<file path="src/rtl/aes128_pkg.sv">
// ============================================================================
// Module   : aes128_pkg
// Brief    : Shared constants and types for the AES-128 share arbiter slice.
// Revision : 1.0 - initial release
// ============================================================================
`default_nettype none

package aes128_pkg;
    localparam int AES_BLK_W       = 128;
    localparam int DEFAULT_LATENCY = 10;

    typedef logic req_id_t;
endpackage

`default_nettype wire

</file>
<file path="src/rtl/aes128_resp_fifo.sv">
// ============================================================================
// Module   : aes128_resp_fifo
// Brief    : First-word fall-through response FIFO, 128-bit, power-of-2 depth.
// Revision : 1.0 - initial release
// ============================================================================
`default_nettype none

module aes128_resp_fifo
    import aes128_pkg::*;
#(
    parameter int DEPTH = 4
) (
    input  logic                 clk,
    input  logic                 reset,
    input  logic                 wr_en_i,
    input  logic [AES_BLK_W-1:0] wr_data_i,
    input  logic                 rd_ready_i,
    output logic                 rd_valid_o,
    output logic [AES_BLK_W-1:0] rd_data_o
);
    localparam int AW = $clog2(DEPTH);

    logic [AES_BLK_W-1:0] mem_q [DEPTH];
    logic [AW-1:0]        wptr_q;
    logic [AW-1:0]        rptr_q;
    logic [AW:0]          count_q;
    logic [AW:0]          count_d;
    logic                 rd_fire_w;

    assign rd_valid_o = (count_q != '0);
    assign rd_fire_w  = rd_valid_o && rd_ready_i;
    // Head reads as zero when empty so the data port has a defined reset value.
    assign rd_data_o  = rd_valid_o ? mem_q[rptr_q] : '0;

    always_comb begin
        count_d = count_q;
        case ({wr_en_i, rd_fire_w})
            2'b10:   count_d = count_q + 1'b1;
            2'b01:   count_d = count_q - 1'b1;
            default: count_d = count_q;
        endcase
    end

    always_ff @(posedge clk) begin
        if (reset) begin
            wptr_q  <= '0;
            rptr_q  <= '0;
            count_q <= '0;
        end else begin
            if (wr_en_i) begin
                wptr_q <= wptr_q + 1'b1;
            end
            if (rd_fire_w) begin
                rptr_q <= rptr_q + 1'b1;
            end
            count_q <= count_d;
        end
    end

    always_ff @(posedge clk) begin
        if (wr_en_i) begin
            mem_q[wptr_q] <= wr_data_i;
        end
    end
endmodule

`default_nettype wire

</file>
<file path="src/rtl/aes128_share_arbiter.sv">
// ============================================================================
// Module   : aes128_share_arbiter
// Brief    : Credit-based round-robin sharing of one pipelined AES-128 core
//            between two requesters, with per-requester response FIFOs.
// Revision : 1.0 - initial release
// ============================================================================
`default_nettype none

module aes128_share_arbiter
    import aes128_pkg::*;
#(
    parameter int LATENCY    = DEFAULT_LATENCY,
    parameter int RESP_DEPTH = 4
) (
    input  logic                 clk,
    input  logic                 reset,
    input  logic                 req0_valid,
    output logic                 req0_ready,
    input  logic [AES_BLK_W-1:0] req0_data,
    input  logic [AES_BLK_W-1:0] req0_key,
    input  logic                 req1_valid,
    output logic                 req1_ready,
    input  logic [AES_BLK_W-1:0] req1_data,
    input  logic [AES_BLK_W-1:0] req1_key,
    output logic                 rsp0_valid,
    input  logic                 rsp0_ready,
    output logic [AES_BLK_W-1:0] rsp0_data,
    output logic                 rsp1_valid,
    input  logic                 rsp1_ready,
    output logic [AES_BLK_W-1:0] rsp1_data,
    output logic                 core_start,
    output logic [AES_BLK_W-1:0] core_data,
    output logic [AES_BLK_W-1:0] core_key,
    input  logic [AES_BLK_W-1:0] core_out,
    input  logic                 core_done
);
    localparam int TAG_DEPTH = LATENCY + 1;
    localparam int TAG_AW    = $clog2(TAG_DEPTH);
    localparam int TAG_CW    = $clog2(TAG_DEPTH + 1);
    localparam int CW        = $clog2(RESP_DEPTH + 1);

    logic [1:0]           valid_w;
    logic [1:0]           elig_w;
    logic [1:0]           grant_w;
    logic [1:0]           rsp_ready_w;
    logic [1:0]           rsp_pop_w;
    logic [1:0]           fifo_wr_w;
    logic [1:0]           fifo_valid_w;
    logic [AES_BLK_W-1:0] fifo_data_w [2];

    logic [CW-1:0]        credit_q [2];
    logic [CW-1:0]        credit_d [2];
    req_id_t              last_grant_q;
    logic                 ready_en_q;
    logic                 core_start_q;
    logic [AES_BLK_W-1:0] core_data_q;
    logic [AES_BLK_W-1:0] core_key_q;
    logic                 err_orphan_q;

    req_id_t              tag_mem_q [TAG_DEPTH];
    logic [TAG_AW-1:0]    tag_wptr_q;
    logic [TAG_AW-1:0]    tag_rptr_q;
    logic [TAG_CW-1:0]    tag_cnt_q;
    logic                 tag_push_w;
    logic                 tag_pop_w;
    req_id_t              tag_head_w;

    function automatic logic [TAG_AW-1:0] tag_inc(input logic [TAG_AW-1:0] p);
        return (p == TAG_AW'(TAG_DEPTH - 1)) ? '0 : p + TAG_AW'(1);
    endfunction

    assign valid_w     = {req1_valid, req0_valid};
    assign rsp_ready_w = {rsp1_ready, rsp0_ready};
    assign rsp_pop_w   = fifo_valid_w & rsp_ready_w;

    always_comb begin
        elig_w  = '0;
        grant_w = '0;
        for (int i = 0; i < 2; i++) begin
            elig_w[i] = ready_en_q && !reset && valid_w[i] && (credit_q[i] != '0);
        end
        // On a tie the requester not granted last time wins.
        if (elig_w == 2'b11) begin
            grant_w = last_grant_q ? 2'b01 : 2'b10;
        end else begin
            grant_w = elig_w;
        end
    end

    assign req0_ready = grant_w[0];
    assign req1_ready = grant_w[1];

    assign tag_push_w = |grant_w;
    assign tag_pop_w  = core_done && (tag_cnt_q != '0);
    assign tag_head_w = tag_mem_q[tag_rptr_q];
    assign fifo_wr_w  = {tag_pop_w && tag_head_w, tag_pop_w && !tag_head_w};

    always_comb begin
        for (int i = 0; i < 2; i++) begin
            credit_d[i] = credit_q[i];
            case ({grant_w[i], rsp_pop_w[i]})
                2'b10:   credit_d[i] = credit_q[i] - 1'b1;
                2'b01:   credit_d[i] = credit_q[i] + 1'b1;
                default: credit_d[i] = credit_q[i];
            endcase
        end
    end

    always_ff @(posedge clk) begin
        if (reset) begin
            for (int i = 0; i < 2; i++) begin
                credit_q[i] <= CW'(RESP_DEPTH);
            end
            last_grant_q <= 1'b1;
            ready_en_q   <= 1'b0;
            core_start_q <= 1'b0;
            core_data_q  <= '0;
            core_key_q   <= '0;
            err_orphan_q <= 1'b0;
            tag_wptr_q   <= '0;
            tag_rptr_q   <= '0;
            tag_cnt_q    <= '0;
        end else begin
            for (int i = 0; i < 2; i++) begin
                credit_q[i] <= credit_d[i];
            end
            ready_en_q   <= 1'b1;
            core_start_q <= tag_push_w;
            if (tag_push_w) begin
                last_grant_q <= grant_w[1];
                core_data_q  <= grant_w[1] ? req1_data : req0_data;
                core_key_q   <= grant_w[1] ? req1_key  : req0_key;
                tag_wptr_q   <= tag_inc(tag_wptr_q);
            end
            if (tag_pop_w) begin
                tag_rptr_q <= tag_inc(tag_rptr_q);
            end
            // A completion with nothing outstanding is dropped and flagged.
            if (core_done && (tag_cnt_q == '0)) begin
                err_orphan_q <= 1'b1;
            end
            case ({tag_push_w, tag_pop_w})
                2'b10:   tag_cnt_q <= tag_cnt_q + 1'b1;
                2'b01:   tag_cnt_q <= tag_cnt_q - 1'b1;
                default: tag_cnt_q <= tag_cnt_q;
            endcase
        end
    end

    always_ff @(posedge clk) begin
        if (tag_push_w) begin
            tag_mem_q[tag_wptr_q] <= grant_w[1];
        end
    end

    assign core_start = core_start_q;
    assign core_data  = core_data_q;
    assign core_key   = core_key_q;

    for (genvar g = 0; g < 2; g++) begin : g_rsp
        aes128_resp_fifo #(
            .DEPTH (RESP_DEPTH)
        ) u_fifo (
            .clk        (clk),
            .reset      (reset),
            .wr_en_i    (fifo_wr_w[g]),
            .wr_data_i  (core_out),
            .rd_ready_i (rsp_ready_w[g]),
            .rd_valid_o (fifo_valid_w[g]),
            .rd_data_o  (fifo_data_w[g])
        );
    end

    assign rsp0_valid = fifo_valid_w[0];
    assign rsp1_valid = fifo_valid_w[1];
    assign rsp0_data  = fifo_data_w[0];
    assign rsp1_data  = fifo_data_w[1];
endmodule

`default_nettype wire

</file>
<file path="config.mk">
export PLATFORM = sky130hd
export DESIGN_NAME = aes128_share_arbiter
export DESIGN_NICKNAME = d
export VERILOG_FILES = /design/src/rtl/aes128_pkg.sv /design/src/rtl/aes128_resp_fifo.sv /design/src/rtl/aes128_share_arbiter.sv
export SDC_FILE = /design/constraint.sdc
export NUM_CORES = 2
export LEC_CHECK = 0
export ABC_AREA = 0
export CAP_MARGIN = 40
export CORE_ASPECT_RATIO = 0.75
export CORE_MARGIN = 10
export CORE_UTILIZATION = 27
export DETAILED_ROUTE_END_ITERATION = 7
export DONT_BUFFER_PORTS = 1
export SKIP_LAST_GASP = 1
export SLEW_MARGIN = 10
export SYNTH_ARGS = -nofsm -noshare
export SYNTH_HDL_FRONTEND = slang
export SYNTH_HIERARCHICAL = 1
export SYNTH_SLANG_ARGS = --single-unit
</file>
<file path="constraint.sdc">
create_clock -name clk -period 12.4 [get_ports clk]
set_input_delay 1.24 -clock clk [delete_from_list [all_inputs] [get_ports clk]]
set_output_delay 1.24 -clock clk [all_outputs]
set_load 0.005 [all_outputs]
</file>
==> impl_metrics.env <==
export IMPL_met2_usage_pct=31.1
export IMPL_hold_viol=0
export IMPL_layout_nets=3986
export IMPL_grt_setup_unrepaired="false"
export IMPL_wl_um=211000
export IMPL_syn_area_mm2=0.0530
export IMPL_numCtsBuffers=139
export IMPL_io_buffers=0
export IMPL_cp_num_cells=4
export IMPL_postRouteAntennaNets=0
export IMPL_final_cell_count_no_fill=6102
export IMPL_arrival_ns=4.02
export IMPL_row_count=140
export IMPL_first_global_vias=30767
export IMPL_ios=1164
export IMPL_grt_ovfl_total=0
export IMPL_p_leak_uw=0.0189
export IMPL_start_util_pct=27.2
export IMPL_timing_critical_path_mode_cell="buf_4"
export IMPL_avgSynthCellArea_um2=15.7
export IMPL_dp_hpwl_um=154000
export IMPL_worstHoldStart="tag_cnt_q[3]$_SDFFE_PP0P_"
export IMPL_hold_path_class="reg -> reg"
export IMPL_ys_seq_elements=1334
export IMPL_required_ns=11.16
export IMPL_timing_critical_path_slowest_stage_cell="dfxtp_4"
export IMPL_comb_power_share_pct=18.5
export IMPL_antenna_found_initial=98
export IMPL_startpoint_type="register"
export IMPL_clockRootBuffer="clkbuf_16"
export IMPL_critical_path_max_stage_delay_ns=0.79
export IMPL_die_h_um=404
export IMPL_coreArea_mm2=0.195
export IMPL_drc=0
export IMPL_ys_types=46
export IMPL_crit_chain="buf_4, buf_4, mux4_2, and2_1"
export IMPL_seq_area_frac_synth_pct=69.9
export IMPL_period_share_pct=42.4
export IMPL_ctsResizeCount=0
export IMPL_finalSetupViolations=0
export IMPL_clock_sinks=1334
export IMPL_cp_end_kind="output pin"
export IMPL_h_tree_depth=4
export IMPL_placed_cells=5802
export IMPL_dr_pass1_iters=7
export IMPL_whs_path_depth=2
export IMPL_die_x_um=532
export IMPL_status="finished, final reports clean"
export IMPL_finalCriticalPeriod_ns=5.26
export IMPL_clk_latency_ns=0.78
export IMPL_place_congestion=1.01
export IMPL_powerDensity_mw_per_mm2=197
export IMPL_netSwitchingFraction_pct=30.0
export IMPL_worstRegToRegCells=8
export IMPL_crit_family="buffers and inverters"
export IMPL_finalSetupTns_ns=0
export IMPL_cts_clk_slew_worst_paths_ns=0.06
export IMPL_critical_path_class="reg -> out"
export IMPL_cts_tree="done"
export IMPL_viasPerCell=5.23
export IMPL_grt_use_met3_pct=7.77
export IMPL_grt_pass1_wl_um=283000
export IMPL_synth_cells=3371
export IMPL_clockBufferDepth=3
export IMPL_worstMarginPinSlew_ns=1.16
export IMPL_grt_usage_pct=18.6
export IMPL_synth_warnings=6
export IMPL_synth_top_area_cell="edfxtp_1"
export IMPL_max_vdd_ir_drop_v=0.000141
export IMPL_critPathMaxFanout=34
export IMPL_drive_above_1_share_pct=16.8
export IMPL_synth_nets=4037
export IMPL_final_util_pct=31.0
export IMPL_grt_max_degree=185
export IMPL_p_int_uw=8350
export IMPL_die_area_mm2=0.215
export IMPL_switchingPower_uw=3580
export IMPL_drt_iter0_markers=3442
export IMPL_post_drt_wl_per_cell_um=34.5
export IMPL_max_cap_viol_count=0
export IMPL_fin_skew_ns=0.0637
export IMPL_seq_power_share_pct=47.5
export IMPL_holdBufCountCts=0
export IMPL_max_slew_margin_pct=22.7
export IMPL_dr_total_vias=31921
export IMPL_grt_busiest_layer="met2"
export IMPL_slew_viol_final=0
export IMPL_synthTopCellsByArea="edfxtp_1, dfxtp_1, mux4_2, a21oi_1, and2_1"
export IMPL_timing_fmax_mhz=190
export IMPL_area_delta_synth_final_pct=14.0
export IMPL_clockPowerShare_pct=34.0
export IMPL_yosysTopAreaCellShare_pct=58.6
export IMPL_critPathBufInv=2
export IMPL_post_cts_buffers=0
export IMPL_use_met1_pct=20.4
-- placed cells by master, fill, tap and decap left out, types with 20 or more instances in the layout --
master     Yosys  final
edfxtp_1    1035   1035
a21oi_1      525    525
dfxtp_1      299    295
o21ai_0      276    276
and2_1       269    261
mux4_2       257    257
a31oi_1      257    257
clkbuf_16      0    139
buf_4          0     72
diode_2        0     55
nor2_1        31     31
clkbuf_1     178     27
clkinv_1       0     24
buf_16         0     22
inv_1         20     20
-- power by group through the flow --
| stage | logic, µW | clock network, µW | registers, µW |
|---|---|---|---|
| 6_report | 2200 | 4060 | 5670 |
| 5_1_grt | 2370 | 4360 | 5710 |
| 4_1_cts | 2240 | 4180 | 5670 |
| 3_5_place_dp | 2220 | 0 | 5760 |
| 3_3_place_gp | 2130 | 0 | 5760 |
| 2_1_floorplan | 1530 | 0 | 5580 |
-- metrics by stage --
step / cell area [µm²] / worst slack (ns) / power, µW / hold WS [ns]
finish: 60500 / 7.14 / 11900 / 0.507
global route: 60400 / 6.78 / 12400 / 0.458
detailed placement: 55800 / 7.78 / 7990 / 0.492
CTS: 60200 / 6.94 / 12100 / 0.446
global placement: 55100 / 7.44 / 7890 / 0.476
floorplan: 53000 / 7.23 / 7110 / 0.462
-- path summary, 6_finish.rpt --
kind,slack [ns],endpoint
worst max register to register,8.14,g_rsp[0].u_fifo/mem_q[2][44]$_DFFE_PP_
worst min-delay path,0.51,tag_cnt_q[3]$_SDFFE_PP0P_
worst min register to register,0.51,tag_cnt_q[3]$_SDFFE_PP0P_
worst max-delay path,7.14,rsp0_data[37]
-- registers in the layout (all words and copies together) (netlist names), named ones only --
name and flops:
core_data 128, core_key 128, core_start 1, credit_q 6
g_rsp.u_fifo/count_q 6, g_rsp.u_fifo/mem_q 1024, g_rsp.u_fifo/rptr_q 4, g_rsp.u_fifo/wptr_q 4
last_grant_q 1, ready_en_q 1, tag_cnt_q 4, tag_mem_q 11
tag_rptr_q 4, tag_wptr_q 4
-- metal layers --
layer | up-vias | routed length [µm]
li1 | 13178 | -
met3 | 436 | 21800
met4 | 24 | 12100
met1 | 16559 | 72800
met2 | 1724 | 104000
met5 | - | 150
-- area by class of cell --
type	count	area, µm²
inverter	22	97.6
sequential	1334	37100
fill	19102	134000
clock buffer	170	3630
antenna	55	138
tap	2627	3290
clock inverter	71	769
timing repair buffer	100	1240
multi-input combinational	1723	14200
-- cells in the mapped netlist, drive strengths merged --
cell and n:
a21o 2, nor4bb 1, nand3 9, a311oi 2
o211ai 1, fa 4, o22ai 1, and2 269
nor4b 1, nand2 9, nor2b 3, a41o 1
or2 1, xnor2 3, nand3b 2, a31oi 257
mux4 257, edfxtp 1035, inv 22, nor3 7
dfxtp 299, o41ai 1, a211oi 1, mux2 1
o311ai 2, nand2b 5, a21oi 525, clkbuf 178
nor2 32, o21ai 276, nor4 1, mux2i 9
or3b 1, xor2 13, buf 114, ha 15
nor3b 2, or3 9
-- cell families after synthesis --
logic type,Yosys count,synth area share (%)
AOI/OAI and AO/OA,1069,10.8
xor gates and xnor gates,16,0.264
adders and majority gates,19,0.505
buffers and inverters,314,3.42
DFF,1334,69.9
muxes,267,11.1
and+or+nand+nor,352,4.04
-- worst register-to-register path: cells and delay by family (launching register included) --
kind | cells | cell delay, ns
buffers and inverters | 3 | 1.71
DFF | 1 | 0.49
and+or+nand+nor | 2 | 0.98
muxes | 2 | 0.52
AOI/OAI and AO/OA | 1 | 0.11
Note: power is estimated with default switching activity, not from simulation.
